`src/rtl/pc_seq_irq_if.sv`:
```
// rtl/pc_seq_irq_if.sv - control/status bundle between decode stages and the PC sequencer
interface pc_seq_irq_if #(
  parameter int ADDR_W      = 12,
  parameter int STACK_DEPTH = 8,
  parameter int NUM_IRQ     = 4
) ();
  localparam int LVL_W = $clog2(STACK_DEPTH + 1);

  logic              pause;
  logic              goto;
  logic [ADDR_W-1:0] goto_addr;
  logic              call;
  logic              skip;
  logic              ret;
  logic              reti;
  logic [NUM_IRQ-1:0] irq;
  logic [NUM_IRQ-1:0] irq_ack;
  logic              save_accum;
  logic              in_isr;
  logic [ADDR_W-1:0] pc_out;
  logic              kill;
  logic [LVL_W-1:0]  stack_level;
  logic              error;
  logic [1:0]        err_code;
  logic              stopped;

  modport master (
    output pause, goto, goto_addr, call, skip, ret, reti, irq,
    input  irq_ack, save_accum, in_isr, pc_out, kill, stack_level, error, err_code, stopped
  );

  modport slave (
    input  pause, goto, goto_addr, call, skip, ret, reti, irq,
    output irq_ack, save_accum, in_isr, pc_out, kill, stack_level, error, err_code, stopped
  );
endinterface

```
`src/rtl/pc_seq_irq.sv`:
```
// rtl/pc_seq_irq.sv - fetch PC sequencer with return stack and vectored interrupt entry
module pc_seq_irq #(
  parameter int ADDR_W        = 12,
  parameter int STACK_DEPTH   = 8,
  parameter int NUM_IRQ       = 4,
  parameter int VECTOR_BASE   = 4,
  parameter int VECTOR_STRIDE = 4
) (
  input logic         clk,
  input logic         reset,
  pc_seq_irq_if.slave seq
);
  localparam int LVL_W = $clog2(STACK_DEPTH + 1);
  localparam int PTR_W = (STACK_DEPTH > 1) ? $clog2(STACK_DEPTH) : 1;
  localparam int SEL_W = (NUM_IRQ > 1) ? $clog2(NUM_IRQ) : 1;

  typedef enum logic [2:0] {
    ST_RUN,
    ST_WAIT,
    ST_SAVE,
    ST_STOPWAIT,
    ST_HALT
  } state_e;

  state_e            state_q, state_d;
  logic [ADDR_W-1:0] pc_q, pc_d;
  logic [1:0]        ks_q, ks_d;
  logic              gie_q, gie_d;
  logic              error_q, error_d;
  logic              stopped_q, stopped_d;
  logic [1:0]        code_q, code_d;
  logic [LVL_W-1:0]  level_q;
  logic [ADDR_W-1:0] stack_q [STACK_DEPTH];

  logic              push, pop, full, empty, pend, hold, save_pulse;
  logic [ADDR_W-1:0] top, pc_inc, vector;
  logic [LVL_W-1:0]  level_m1;
  logic [SEL_W-1:0]  sel;

  assign hold     = seq.pause | stopped_q;
  assign pend     = (|seq.irq) & gie_q;
  assign full     = (level_q == LVL_W'(STACK_DEPTH));
  assign empty    = (level_q == '0);
  assign level_m1 = level_q - LVL_W'(1);
  assign top      = stack_q[level_m1[PTR_W-1:0]];
  assign pc_inc   = pc_q + ADDR_W'(1);
  assign vector   = ADDR_W'(VECTOR_BASE + int'(sel) * VECTOR_STRIDE);

  // Lowest index wins; a request that vanished before entry falls back to line 0.
  always_comb begin
    sel = '0;
    for (int i = NUM_IRQ - 1; i >= 0; i--) begin
      if (seq.irq[i]) sel = SEL_W'(i);
    end
  end

  always_comb begin
    state_d    = state_q;
    pc_d       = pc_q;
    ks_d       = ks_q;
    gie_d      = gie_q;
    error_d    = error_q;
    code_d     = code_q;
    stopped_d  = stopped_q;
    push       = 1'b0;
    pop        = 1'b0;
    save_pulse = 1'b0;
    if (!hold) begin
      if (state_q == ST_SAVE) begin
        if (full) begin
          error_d   = 1'b1;
          code_d    = 2'd1;
          stopped_d = 1'b1;
          state_d   = ST_HALT;
        end else begin
          push       = 1'b1;
          pc_d       = vector;
          save_pulse = 1'b1;
          gie_d      = 1'b0;
          ks_d       = {ks_q[0], 1'b1};
          state_d    = ST_RUN;
        end
      end else if (state_q == ST_WAIT) begin
        if (seq.skip && !ks_q[1]) pc_d = pc_inc;
        ks_d    = {ks_q[0], 1'b1};
        state_d = ST_SAVE;
      end else if (seq.skip && !ks_q[1]) begin
        if (pend) begin
          ks_d    = 2'b11;
          state_d = ST_SAVE;
        end else begin
          ks_d = 2'b10;
          pc_d = pc_inc;
        end
      end else if (seq.goto && !ks_q[0]) begin
        if (seq.call && full) begin
          error_d   = 1'b1;
          code_d    = 2'd1;
          stopped_d = 1'b1;
          state_d   = ST_HALT;
        end else begin
          push = seq.call;
          pc_d = seq.goto_addr;
          ks_d = {ks_q[0], 1'b1};
          if (pend) state_d = ST_SAVE;
        end
      end else if (seq.ret && !ks_q[0]) begin
        if (empty) begin
          if (seq.reti) begin
            error_d   = 1'b1;
            code_d    = 2'd2;
            stopped_d = 1'b1;
            state_d   = ST_HALT;
          end else begin
            state_d = ST_STOPWAIT;
          end
        end else begin
          pop  = 1'b1;
          pc_d = top;
          if (seq.reti) gie_d = 1'b1;
          ks_d = {ks_q[0], 1'b1};
          // pend was formed from the gie held before this reti
          if (pend) state_d = ST_SAVE;
        end
      end else if (state_q == ST_STOPWAIT) begin
        stopped_d = 1'b1;
        state_d   = ST_HALT;
      end else if (pend) begin
        ks_d    = {ks_q[0], 1'b1};
        state_d = ST_WAIT;
      end else begin
        pc_d = pc_inc;
        ks_d = {ks_q[0], 1'b0};
      end
    end
  end

  always_ff @(posedge clk) begin
    if (reset) begin
      state_q   <= ST_RUN;
      pc_q      <= '0;
      ks_q      <= 2'b11;
      gie_q     <= 1'b1;
      error_q   <= 1'b0;
      code_q    <= 2'd0;
      stopped_q <= 1'b0;
      level_q   <= '0;
    end else begin
      state_q   <= state_d;
      pc_q      <= pc_d;
      ks_q      <= ks_d;
      gie_q     <= gie_d;
      error_q   <= error_d;
      code_q    <= code_d;
      stopped_q <= stopped_d;
      if (push) begin
        level_q <= level_q + LVL_W'(1);
      end else if (pop) begin
        level_q <= level_m1;
      end
    end
  end

  // Entries need no reset: level_q alone defines what is valid.
  always_ff @(posedge clk) begin
    if (push && !reset) stack_q[level_q[PTR_W-1:0]] <= pc_q;
  end

  assign seq.pc_out      = pc_q;
  assign seq.kill        = ks_q[1];
  assign seq.in_isr      = ~gie_q;
  assign seq.stack_level = level_q;
  assign seq.error       = error_q;
  assign seq.err_code    = code_q;
  assign seq.stopped     = stopped_q;
  assign seq.save_accum  = save_pulse;
  assign seq.irq_ack     = save_pulse ? (NUM_IRQ'(1) << sel) : '0;
endmodule
```
`src/flat_wrapper.sv`:
```
// flat-port wrapper written by rule: the top's interface ports become plain ports
module pc_seq_irq_flat 
#(
  parameter int ADDR_W        = 12,
  parameter int STACK_DEPTH   = 8,
  parameter int NUM_IRQ       = 4,
  parameter int VECTOR_BASE   = 4,
  parameter int VECTOR_STRIDE = 4
)
  (clk, reset, seq_pause, seq_goto, seq_goto_addr, seq_call, seq_skip, seq_ret, seq_reti, seq_irq, seq_irq_ack, seq_save_accum, seq_in_isr, seq_pc_out, seq_kill, seq_stack_level, seq_error, seq_err_code, seq_stopped);
  pc_seq_irq_if #(.ADDR_W(ADDR_W), .STACK_DEPTH(STACK_DEPTH), .NUM_IRQ(NUM_IRQ)) seq_i ();
  input logic clk;
  input logic reset;
  input wire logic [$bits(seq_i.pause)-1:0] seq_pause;
  input wire logic [$bits(seq_i.goto)-1:0] seq_goto;
  input wire logic [$bits(seq_i.goto_addr)-1:0] seq_goto_addr;
  input wire logic [$bits(seq_i.call)-1:0] seq_call;
  input wire logic [$bits(seq_i.skip)-1:0] seq_skip;
  input wire logic [$bits(seq_i.ret)-1:0] seq_ret;
  input wire logic [$bits(seq_i.reti)-1:0] seq_reti;
  input wire logic [$bits(seq_i.irq)-1:0] seq_irq;
  output wire logic [$bits(seq_i.irq_ack)-1:0] seq_irq_ack;
  output wire logic [$bits(seq_i.save_accum)-1:0] seq_save_accum;
  output wire logic [$bits(seq_i.in_isr)-1:0] seq_in_isr;
  output wire logic [$bits(seq_i.pc_out)-1:0] seq_pc_out;
  output wire logic [$bits(seq_i.kill)-1:0] seq_kill;
  output wire logic [$bits(seq_i.stack_level)-1:0] seq_stack_level;
  output wire logic [$bits(seq_i.error)-1:0] seq_error;
  output wire logic [$bits(seq_i.err_code)-1:0] seq_err_code;
  output wire logic [$bits(seq_i.stopped)-1:0] seq_stopped;
  assign seq_i.pause = seq_pause;
  assign seq_i.goto = seq_goto;
  assign seq_i.goto_addr = seq_goto_addr;
  assign seq_i.call = seq_call;
  assign seq_i.skip = seq_skip;
  assign seq_i.ret = seq_ret;
  assign seq_i.reti = seq_reti;
  assign seq_i.irq = seq_irq;
  assign seq_irq_ack = seq_i.irq_ack;
  assign seq_save_accum = seq_i.save_accum;
  assign seq_in_isr = seq_i.in_isr;
  assign seq_pc_out = seq_i.pc_out;
  assign seq_kill = seq_i.kill;
  assign seq_stack_level = seq_i.stack_level;
  assign seq_error = seq_i.error;
  assign seq_err_code = seq_i.err_code;
  assign seq_stopped = seq_i.stopped;
  pc_seq_irq #(.ADDR_W(ADDR_W), .STACK_DEPTH(STACK_DEPTH), .NUM_IRQ(NUM_IRQ), .VECTOR_BASE(VECTOR_BASE), .VECTOR_STRIDE(VECTOR_STRIDE)) u_core (.clk(clk), .reset(reset), .seq(seq_i));
endmodule
```
`config.mk`:
```
export PLATFORM = sky130hd
export DESIGN_NAME = pc_seq_irq_flat
export DESIGN_NICKNAME = d
export VERILOG_FILES = /design/src/rtl/pc_seq_irq_if.sv /design/src/rtl/pc_seq_irq.sv /design/src/flat_wrapper.sv
export SDC_FILE = /design/constraint.sdc
export NUM_CORES = 1
export LEC_CHECK = 0
export ABC_AREA = 1
export BUFFER_PORTS_ARGS = -buffer_cell sky130_fd_sc_hd__buf_2
export CAP_MARGIN = 20
export CORE_ASPECT_RATIO = 2
export CORE_MARGIN = 5
export CORE_UTILIZATION = 60
export CTS_CLUSTER_DIAMETER = 80
export DETAILED_ROUTE_END_ITERATION = 8
export GPL_TIMING_DRIVEN = 0
export PLACE_DENSITY = 0.8
export SYNTH_ARGS = -nofsm -noshare
export SYNTH_HDL_FRONTEND = slang
export SYNTH_SLANG_ARGS = --single-unit
```
`constraint.sdc`:
```
create_clock -name clk -period 3.9 [get_ports clk]
set_clock_uncertainty 0.2 [all_clocks]
set_input_delay 0.78 -clock clk [delete_from_list [all_inputs] [get_ports clk]]
set_output_delay 0.78 -clock clk [all_outputs]
set_load 0.005 [all_outputs]
```
==> impl_metrics.yaml <==
detailed_routing:
  wl_per_cell_um: 19.9
  via_count: 5673
  postRouteWirelength_um: 18800
  route.met3.wl_um: 1380
  initialDrtViolationCount: 770
  drc: 0
  drtAntennaViolNets: 0
  top_layer: "met4"
  first_pass_iters: 7
  met1_length_um: 6020
  avgViaCountPerCell: 6.00
  wl_met2_um: 10200
floorplanning:
  dieArea_um2: 12600
  die_x_um: 82.1
  fp-row-count: 52
  initial_core_util_pct: 61.4
  io_pins: 51
  die_h_um: 154
  coreArea_um2: 10100
setup_path:
  ff2ff_setup_slack_ns: 0.28
  endpoint: "seq_irq_ack[2]"
  worstReg2RegEnd: "u_core.stack_q[0][0]"
  crit_family: "buffers and inverters"
  worstSetupPathType: "reg -> out"
  r2r-start: "u_core.seq.stack_level[0]"
  critPathCaptureType: "primary output"
  cp_max_fo: 11
  critPathArrivalTime_ns: 2.70
  required_ns: 2.92
  start_kind: "register"
  path_cells: "buf_2 -> clkinv_1 -> buf_2 -> ha_1 -> nand2_1 -> nor2_4 -> nor2_2 -> inv_1 -> nor2_1 -> inv_1 -> nor4_2 -> buf_2"
  path_depth: 12
  worstPathBufferInverterCount: 6
  startpoint: "u_core.seq.stack_level[0]"
  reg2regPathDepth: 11
  path_common_cell: "buf_2"
  worst_path_largest_cell_delay_ns: 0.36
  cpMaxStageDelayCell: "dfxtp_1"
placed_design:
  port_buffers: 49
  dp_hpwl_um: 13300
  routabilityCongestion: 0.947
synth:
  netlist_area_um2: 6230
  synth-seq-area-share_pct: 54.6
  synth_cells: 723
  synth_top_area_share_pct: 46.3
  syn_nets: 751
  synth_cell_type_count: 39
  ys_ff_latch: 122
  netlist.top_cell.by_area: "edfxtp_1"
  synth_warnings: 0
  avgSynthCellArea_um2: 8.62
  synth_edf_count: 96
  async_flop_share_pct: 0
  synth_flop_cell: "edfxtp_1"
  synthTopCellsByArea: "edfxtp_1 46%, nand2_1 12%, nand3_1 9.7%"
cells_and_area:
  fin_nets: 825
  nFillCells: 777
  syn_to_final_growth_pct: 17.4
  antenna_cells: 0
  drive_above_1_share_pct: 18.4
cts:
  h-tree-depth: 4
  cts_resized: 0
  ctsHoldBuffers: 0
  cts_setup_buffers: 0
  tritoncts: "yes"
  clkSinkCount: 122
  cts.path.max_buffers: 2
  path_clk_slew_ns: 0.06
  cts_inserted_buffers: 17
  insertion_delay_ns: 0.41
  cts_root_buf: "clkbuf_16"
global_routing:
  grt_pass1_wl_um: 28000
  grt-ovfl-total: 0
  antenna_found_initial: 0
  grt_max_degree: 17
  grt_use_total_pct: 30.5
  grt_pass1_vias: 5477
min_path:
  hold_class: "reg -> reg"
flow_run:
  cap_violations: 0
pwr:
  power_density_nw_per_um2: 484
  power_leakage_nw: 3.00
  peakVddDrop_v: 0.000345
  totalPowerFinal_w: 0.00354
sta:
  fin_crit_sh_pct: 94.3
  period_needed_ns: 3.68
  tightest_slew_ns: 1.17
  timing.fmax_mhz: 272
  slew_viol_final: 0
  setup_viol: 0
  final-hold-violation-count: 0
  fin_setup_tns_ns: 0
  grt_setup_unrepaired: "no"
  max_slew_margin_pct: 21.7
  whs_ns: 0.250
status:
  outcome: "finished, final reports clean"
[per-layer routing]
| metal | track usage, % | up-vias |
|---|---|---|
| li1 | - | 2593 |
| met1 | 31.4 | 2601 |
| met2 | 55.4 | 389 |
| met3 | 4.68 | 90 |
| met4 | 18.1 | 0 |
| met5 | 0 | - |
[where the power goes]
| part | internal, W | switching, W | total, W | leakage, nW |
|---|---|---|---|---|
| sequential | 0.00145 | 0.0000781 | 0.00153 | 1.13 |
| combinational | 0.000161 | 0.000324 | 0.000486 | 1.58 |
| clock | 0.000968 | 0.000554 | 0.00152 | 0.282 |
| total | 0.00258 | 0.000956 | 0.00354 | 3.00 |
[logic make-up after synthesis]
logic type	count (synthesis)	share of synthesized area, %
AOI/OAI and AO/OA	71	6.06
xor gates and xnor gates	2	0.402
adders and majority gates	4	0.803
buffers and inverters	86	6.48
DFF	122	54.6
and+or+nand+nor	438	31.6
[how the worst min path moves through the flow]
stage | startpoint | to | slack (ns) | cells after the start
finish | u_core.seq.err_code[1] | u_core.seq.err_code[1] | 0.25 | 2
global route | u_core.seq.error | u_core.seq.error | 0.27 | 2
CTS | u_core.seq.err_code[1] | u_core.seq.err_code[1] | 0.25 | 2
detailed placement | u_core.seq.err_code[1] | u_core.seq.err_code[1] | 0.24 | 2
global placement | u_core.seq.err_code[1] | u_core.seq.err_code[1] | 0.23 | 2
floorplan | u_core.seq.err_code[1] | u_core.seq.err_code[1] | 0.24 | 2
[cells in the final DEF (no fill, tap or decap), types with 6 or more instances in the layout]
| master | count |
|---|---|
| a21oi_1 | 36 |
| buf_2 | 61 |
| buf_6 | 10 |
| clkbuf_1 | 6 |
| clkbuf_16 | 17 |
| dfxtp_1 | 26 |
| edfxtp_1 | 96 |
| inv_1 | 50 |
| nand2_1 | 205 |
| nand2_2 | 8 |
| nand3_1 | 121 |
| nand4_1 | 9 |
| nor2_1 | 61 |
| nor2_2 | 7 |
| o21ai_0 | 21 |
[synth_stat cells, drive strengths merged, types with 5 or more instances]
cell	instances
clkbuf	6
dfxtp	26
nor3	10
nand3	124
inv	55
or2	5
o21ai	24
a31oi	5
edfxtp	96
a21oi	38
nand2	213
buf	21
nor2	72
nand4	9
[state kept, by name, summed over array words and instances, names as in the netlist]
signal,cells
u_core.stack_q,96
u_core.seq.stack_level,4
u_core.seq.pc_out,12
u_core.seq.stopped,1
u_core.seq.error,1
u_core.gie_q,1
u_core.ks_q,2
u_core.state_q,3
u_core.seq.err_code,2
[stage by stage]
stage          cells  area (um^2)  util [%]  setup WS [ns]
6_report         945         7320      72.1          0.223
5_1_grt          945         7320      72.1         0.0661
4_1_cts          944         7310      72.0          0.237
3_5_place_dp     912         6720      66.2          0.389
3_3_place_gp     907         6650      65.5        -0.0936
2_1_floorplan    723         6230         -          0.781
[worst register-to-register path, cell delays in order, from the launching register on]
cell and delay [ns]:
dfxtp_1 0.36, buf_2 0.22, clkinv_1 0.20, buf_2 0.26
ha_1 0.27, nand2_1 0.14, nor2_4 0.07, nor2_1 0.11
nand2_1 0.14, nor2_1 0.18, nand2_1 0.17, nor2_1 0.91
[layout make-up]
type	instances	area [um^2]	area share, %
clock buffer	20	457	6.24
inverter	58	220	3.01
buffer	28	184	2.51
clock inverter	12	125	1.71
sequential	122	3400	46.5
multi-input combinational	515	2450	33.5
timing repair buffer	55	309	4.22
tap	135	169	2.31
(Power assumes the default switching activity.)
